## src/rtl/common_pkg.sv

```systemverilog
// Shared types for the EX/MEM boundary: FSM state encoding and the payload bundle
// that travels from EX into MEM as a single register.
package common_pkg;

    localparam int XLEN   = 32;
    localparam int REG_AW = 5;

    typedef enum logic [1:0] {
        RUN      = 2'd0,
        ALU_WAIT = 2'd1,
        MEM_HOLD = 2'd2
    } ex_mem_state_t;

    typedef struct packed {
        logic [XLEN-1:0]   alu_res;
        logic [XLEN-1:0]   store_data;
        logic [REG_AW-1:0] rd;
        logic              reg_write;
        logic              mem_read;
        logic              mem_write;
        logic [2:0]        funct3;
    } ex_mem_bundle_t;

    // x0 is hardwired to zero, so a write to it must never be forwarded
    function automatic logic fwd_ok(input logic valid, input logic reg_write,
                                    input logic [REG_AW-1:0] rd);
        return valid & reg_write & (rd != '0);
    endfunction

endpackage

```

## src/rtl/sat_counter.sv

```systemverilog
// Free-running event counter that sticks at all-ones instead of wrapping.
module sat_counter #(
    parameter int WIDTH = 32
) (
    input  logic             clk,
    input  logic             rst,
    input  logic             inc,
    output logic [WIDTH-1:0] count
);

    always_ff @(posedge clk or posedge rst) begin
        if (rst) begin
            count <= '0;
        end else if (inc && (count != '1)) begin
            count <= count + 1'b1;
        end
    end

endmodule

```

## src/rtl/ex_mem_reg.sv

```systemverilog
// EX/MEM pipeline register with ALU multicycle bubble handling, memory stall hold,
// flush deferral and forwarding source. Optional macro STALL_COUNTERS_EN adds stall counters.
module ex_mem_reg
    import common_pkg::*;
#(
    parameter int DATA_W     = XLEN,
    parameter int REG_ADDR_W = REG_AW,
    parameter int MAX_BUBBLE = 40
) (
    input  logic                  clk,
    input  logic                  rst,
    input  logic                  ex_valid,
    input  logic [DATA_W-1:0]     ex_alu_res,
    input  logic [DATA_W-1:0]     ex_store_data,
    input  logic [REG_ADDR_W-1:0] ex_rd,
    input  logic                  ex_reg_write,
    input  logic                  ex_mem_read,
    input  logic                  ex_mem_write,
    input  logic [2:0]            ex_funct3,
    input  logic                  alu_insert_bubble,
    input  logic                  mem_stall,
    input  logic                  flush,
    output logic                  ex_stall,
    output logic                  mem_valid,
    output logic [DATA_W-1:0]     mem_alu_res,
    output logic [DATA_W-1:0]     mem_store_data,
    output logic [REG_ADDR_W-1:0] mem_rd,
    output logic                  mem_reg_write,
    output logic                  mem_mem_read,
    output logic                  mem_mem_write,
    output logic [2:0]            mem_funct3,
    output logic                  fwd_valid,
    output logic [REG_ADDR_W-1:0] fwd_rd,
    output logic [DATA_W-1:0]     fwd_data,
`ifdef STALL_COUNTERS_EN
    output logic [31:0]           perf_alu_stall,
    output logic [31:0]           perf_mem_stall,
`endif
    output logic                  alu_timeout
);

    localparam int CNT_W = $clog2(MAX_BUBBLE + 1);
    localparam logic [CNT_W-1:0] CNT_MAX = CNT_W'(MAX_BUBBLE);

    ex_mem_state_t  state_q, state_d;
    ex_mem_bundle_t bundle_q, bundle_d, ex_bundle;
    logic           valid_q, valid_d;
    logic [CNT_W-1:0] wait_cnt_q, wait_cnt_d;
    logic           flush_pending_q, flush_pending_d;
    logic           timeout_q, timeout_d;
    logic           ex_stall_c;
    logic           flush_eff;

    always_comb begin
        ex_bundle            = '0;
        ex_bundle.alu_res    = ex_alu_res;
        ex_bundle.store_data = ex_store_data;
        ex_bundle.rd         = ex_rd;
        ex_bundle.reg_write  = ex_reg_write;
        ex_bundle.mem_read   = ex_mem_read;
        ex_bundle.mem_write  = ex_mem_write;
        ex_bundle.funct3     = ex_funct3;
    end

    assign flush_eff = flush | flush_pending_q;

    // Priority: mem_stall, then flush (live or deferred), then ALU bubble, then capture
    always_comb begin
        state_d         = state_q;
        bundle_d        = bundle_q;
        valid_d         = valid_q;
        wait_cnt_d      = wait_cnt_q;
        flush_pending_d = flush_pending_q;
        timeout_d       = timeout_q;
        ex_stall_c      = 1'b0;

        if (mem_stall) begin
            state_d         = MEM_HOLD;
            ex_stall_c      = 1'b1;
            flush_pending_d = flush_pending_q | flush;
        end else if (flush_eff) begin
            state_d         = RUN;
            valid_d         = 1'b0;
            wait_cnt_d      = '0;
            flush_pending_d = 1'b0;
        end else begin
            unique case (state_q)
                ALU_WAIT: begin
                    ex_stall_c = alu_insert_bubble;
                    if (alu_insert_bubble) begin
                        valid_d = 1'b0;
                        if (wait_cnt_q != CNT_MAX) begin
                            wait_cnt_d = wait_cnt_q + 1'b1;
                        end
                        if (wait_cnt_d == CNT_MAX) begin
                            timeout_d = 1'b1;
                        end
                    end else begin
                        bundle_d   = ex_bundle;
                        valid_d    = 1'b1;
                        wait_cnt_d = '0;
                        state_d    = RUN;
                    end
                end
                default: begin
                    // MEM_HOLD with the stall released behaves exactly like RUN
                    state_d = RUN;
                    if (ex_valid && alu_insert_bubble) begin
                        ex_stall_c = 1'b1;
                        valid_d    = 1'b0;
                        wait_cnt_d = CNT_W'(1);
                        state_d    = ALU_WAIT;
                        if (wait_cnt_d == CNT_MAX) begin
                            timeout_d = 1'b1;
                        end
                    end else if (ex_valid) begin
                        bundle_d = ex_bundle;
                        valid_d  = 1'b1;
                    end else begin
                        valid_d = 1'b0;
                    end
                end
            endcase
        end
    end

    always_ff @(posedge clk or posedge rst) begin
        if (rst) begin
            state_q         <= RUN;
            bundle_q        <= '0;
            valid_q         <= 1'b0;
            wait_cnt_q      <= '0;
            flush_pending_q <= 1'b0;
            timeout_q       <= 1'b0;
        end else begin
            state_q         <= state_d;
            bundle_q        <= bundle_d;
            valid_q         <= valid_d;
            wait_cnt_q      <= wait_cnt_d;
            flush_pending_q <= flush_pending_d;
            timeout_q       <= timeout_d;
        end
    end

    // Stall request is suppressed while reset is held so every output reads 0
    assign ex_stall       = ex_stall_c & ~rst;
    assign mem_valid      = valid_q;
    assign mem_alu_res    = bundle_q.alu_res;
    assign mem_store_data = bundle_q.store_data;
    assign mem_rd         = bundle_q.rd;
    assign mem_reg_write  = bundle_q.reg_write;
    assign mem_mem_read   = bundle_q.mem_read;
    assign mem_mem_write  = bundle_q.mem_write;
    assign mem_funct3     = bundle_q.funct3;
    assign fwd_valid      = fwd_ok(valid_q, bundle_q.reg_write, bundle_q.rd);
    assign fwd_rd         = bundle_q.rd;
    assign fwd_data       = bundle_q.alu_res;
    assign alu_timeout    = timeout_q;

`ifdef STALL_COUNTERS_EN
    // Outside a memory stall, any stall request can only come from the ALU
    logic alu_stall_inc;
    assign alu_stall_inc = ex_stall_c & ~mem_stall;

    sat_counter #(.WIDTH(32)) u_perf_alu (
        .clk   (clk),
        .rst   (rst),
        .inc   (alu_stall_inc),
        .count (perf_alu_stall)
    );

    sat_counter #(.WIDTH(32)) u_perf_mem (
        .clk   (clk),
        .rst   (rst),
        .inc   (mem_stall),
        .count (perf_mem_stall)
    );
`endif

endmodule

```

## config.mk

```make
export PLATFORM = sky130hd
export DESIGN_NAME = ex_mem_reg
export DESIGN_NICKNAME = d
export VERILOG_FILES = /design/src/rtl/common_pkg.sv /design/src/rtl/sat_counter.sv /design/src/rtl/ex_mem_reg.sv
export SDC_FILE = /design/constraint.sdc
export NUM_CORES = 1
export LEC_CHECK = 0
export CAP_MARGIN = 20
export CORE_ASPECT_RATIO = 0.6
export CORE_MARGIN = 4
export CORE_UTILIZATION = 42
export CTS_BUF_LIST = sky130_fd_sc_hd__clkbuf_16
export CTS_CLUSTER_DIAMETER = 40
export DETAILED_ROUTE_END_ITERATION = 10
export GPL_TIMING_DRIVEN = 0
export PLACE_DENSITY = 0.84
export SETUP_SLACK_MARGIN = 0.05
export SLEW_MARGIN = 5
export SYNTH_ARGS = -nofsm -noshare
export SYNTH_HDL_FRONTEND = slang
export SYNTH_SLANG_ARGS = --single-unit
```

## constraint.sdc

```tcl
create_clock -name clk -period 7.8 [get_ports clk]
set_input_delay 1.17 -clock clk [delete_from_list [all_inputs] [get_ports clk]]
set_output_delay 1.17 -clock clk [all_outputs]
set_load 0.1 [all_outputs]
```

==> flow_summary.ini <==
[final_layout]
finish.net_count = 552
area_of_the_multi_input_gates_um2 = 1350
register_area_um2 = 2150
number_of_fill_cells_in_the_layout = 620
final_common_cell = sky130_fd_sc_hd__clkdlybuf4s50_1
drive_above_1_share = 0.298
area.growth.synth_to_final_pct = 61.9
number_of_inserted_diodes = 0
highest_count_cells_in_the_layout_ignoring_fill_and_taps = 195 x sky130_fd_sc_hd__clkdlybuf4s50_1, 86 x sky130_fd_sc_hd__dfrtp_1, 40 x sky130_fd_sc_hd__buf_4, 39 x sky130_fd_sc_hd__mux2_4, 36 x sky130_fd_sc_hd__mux2_2
final_core_util = 0.723

[global_routing]
grt_pass1_vias = 2998
grt_antenna_before_repair = 0
first_pass_grt_wire_length_um = 16500
grt.overflow.total = 0
grt_max_degree = 46
grt.total_usage = 0.188

[clock_tree]
clock_tree.root_cell = sky130_fd_sc_hd__clkbuf_16
cts_hold_buf = 0
clock_latency_ps = 330
inserted_clock_buffers = 9
numClockSinks = 86
cts.htree.levels = 3
post_cts_resize_count = 0
post_cts_buffers = 0
path_clk_slew_ps = 60
ctsLongestPathBuffers = 2
tritoncts = done

[drt]
drc = 0
vias_per_cell = 4.82
ant_nets = 0
routed_wirelength_um = 10200
routed-via-count = 2820
post_drt_wl_per_cell_um = 17.4
drtIter0Drc = 75
drtPass1Iterations = 4

[critical_path]
count_of_buffer_and_inverter_cells_on_the_critical_path = 2
critPathTopFamily = buffers and inverters
cp-end-kind = output port
timing.critical_path.from_type = input port
timing.critical_path.mode_cell = sky130_fd_sc_hd__clkdlybuf4s50_1
worstPathRequired_ps = 6630
setup.worst_path.start = alu_insert_bubble
worst_path_max_delay_cell = sky130_fd_sc_hd__clkdlybuf4s50_1
crit_chain = clkdlybuf4s50_1, nor3b_1, a21oi_1, nor2_1, clkdlybuf4s50_1
critical_path_arrival_ps = 3300
critical_path.max_fanout = 4
critical_path_class = input port to output port
crit-reg2reg-launch = wait_cnt_q[0]
largest_stage_delay_on_the_critical_path_ps = 1140

[floorplan]
core_region_area_um2 = 8780
effective_utilization_at_floorplan = 0.447
placement_rows = 26
die_area_um2 = 11000
design.portCount = 197
height_of_the_chip_um = 82.9
die_w_um = 133

[run_status]
status = complete, no violations

[pwr]
total_design_power_mw = 2.74
power.ir.vdd_worst_mv = 0.299
static-leakage-power_nw = 2.80
p_per_area_nw_per_um2 = 431

[synth]
post_synth_num_cell_types = 35
synth_enable_flop_cells = 0
ys_async_sr_fraction = 1.00
ys.flop_type = sky130_fd_sc_hd__dfrtp_1
part_of_the_yosys_area_used_for_sequential_elements = 0.549
synth_seq_cells = 86
postSynthAreaPerCell_um2 = 15.0
mappedNetlistArea_um2 = 3920
synthesized_nets = 345
synth.yosys.warnings = 0
post_synth_inst_count = 262

[placed_design]
place_hpwl_um = 7840
placement.io_buffers = 195
globalplace.congestion = 0.877
placement.setup.worst_slack_ps = 3300

[flow_run]
maxCapViolations = 0

[timing]
grt_setup_unrepaired = false
final_min_period_over_clock_period = 0.573
layout_setup_ws_ps = 3330
timing_worst_slew_pin_value_ps = 1020
final.min_clock_period_ps = 4470
slew_headroom = 0.319
drv_slew = 0
final-setup-viol-count = 0
worst_clock_skew_ps = 4.18
report.final.hold_viol_count = 0
timing.setup.tns_ps = 0
fmax_ghz = 0.224

[worst_hold_path]
hp-start = alu_timeout
worst_hold_path_type = register to register
[area by class of cell]
type	count	area share
multi-input combinational	125	0.212
buffer	48	0.0652
inverter	3	0.00217
tap	112	0.0221
sequential	86	0.339
clock buffer	9	0.0355
clock inverter	6	0.0126
timing repair buffer	196	0.312
[layer usage]
| metal | global-route usage | wire length [um] |
|---|---|---|
| met1 | 0.223 | 4130 |
| met2 | 0.305 | 4780 |
| met3 | 0.0924 | 1100 |
| met4 | 0.0519 | 180 |
| met5 | 0 | 0 |
[registers in the layout, indices dropped and copies added (netlist names)]
signal           flops
fwd_data            32
mem_store_data      32
wait_cnt_q           6
fwd_rd               5
mem_funct3           3
state_q              2
alu_timeout          1
flush_pending_q      1
mem_mem_read         1
mem_mem_write        1
mem_reg_write        1
mem_valid            1
[worst register-to-register path: cells and delay by family (launching register included)]
| kind | cells | cell delay [ps] |
|---|---|---|
| and+or+nand+nor | 2 | 530 |
| DFF | 1 | 450 |
| AOI/OAI and AO/OA | 1 | 240 |
| adders and majority gates | 1 | 160 |
| muxes | 1 | 160 |
| buffers and inverters | 1 | 150 |
[stage by stage]
step                std cells  hold WS [ps]  cell area (um^2)
CTS                       585           487              6350
finish                    585           473              6350
global placement          569           469              6010
global route              585           520              6350
detailed placement        570           473              6040
floorplan                 262           508              3920
[where the power goes]
group          switching, mW  internal [mW]
Clock                  0.166          0.276
Sequential            0.0734          0.546
Combinational           1.24          0.436
[cells by family (layout without fill, tap and decap cells)]
group | count (synthesis) | after routing | synth area share
AOI/OAI and AO/OA | 14 | 14 | 0.0265
xor gates and xnor gates | 2 | 2 | 0.00447
adders and majority gates | 2 | 2 | 0.00638
buffers and inverters | 51 | 262 | 0.108
DFF | 86 | 86 | 0.549
muxes | 77 | 77 | 0.258
and+or+nand+nor | 30 | 30 | 0.0478
[path summary, 6_finish.rpt]
check                                          end  slack, ps  cells past startpoint
worst min-delay path                   alu_timeout        470                      1
worst max-delay path                      ex_stall       3330                      5
max in group asynchronous       mem_store_data[18]       5910                      3
min in group asynchronous             fwd_data[24]       1270                      2
worst max register to register         alu_timeout       6020                      6
worst min register to register         alu_timeout        470                      1
[Yosys cell counts (2+ instances only)]
master	instances	share of area
sky130_fd_sc_hd__dfrtp_1	86	0.55
sky130_fd_sc_hd__nand3_1	4	0.0051
sky130_fd_sc_hd__or3_1	2	0.0032
sky130_fd_sc_hd__o211ai_1	3	0.0057
sky130_fd_sc_hd__buf_4	40	0.077
sky130_fd_sc_hd__inv_1	3	0.0029
sky130_fd_sc_hd__nor2b_1	3	0.0048
sky130_fd_sc_hd__ha_1	2	0.0064
sky130_fd_sc_hd__nor2_1	3	0.0029
sky130_fd_sc_hd__nand2_1	7	0.0067
sky130_fd_sc_hd__a21o_1	3	0.0057
sky130_fd_sc_hd__mux2i_1	2	0.0051
sky130_fd_sc_hd__mux2_4	39	0.15
sky130_fd_sc_hd__a21oi_1	2	0.0026
sky130_fd_sc_hd__nor3b_1	3	0.0057
sky130_fd_sc_hd__buf_2	2	0.0026
sky130_fd_sc_hd__mux2_2	36	0.10
sky130_fd_sc_hd__buf_12	5	0.026
No activity file was read; power rests on OpenSTA's default activity.
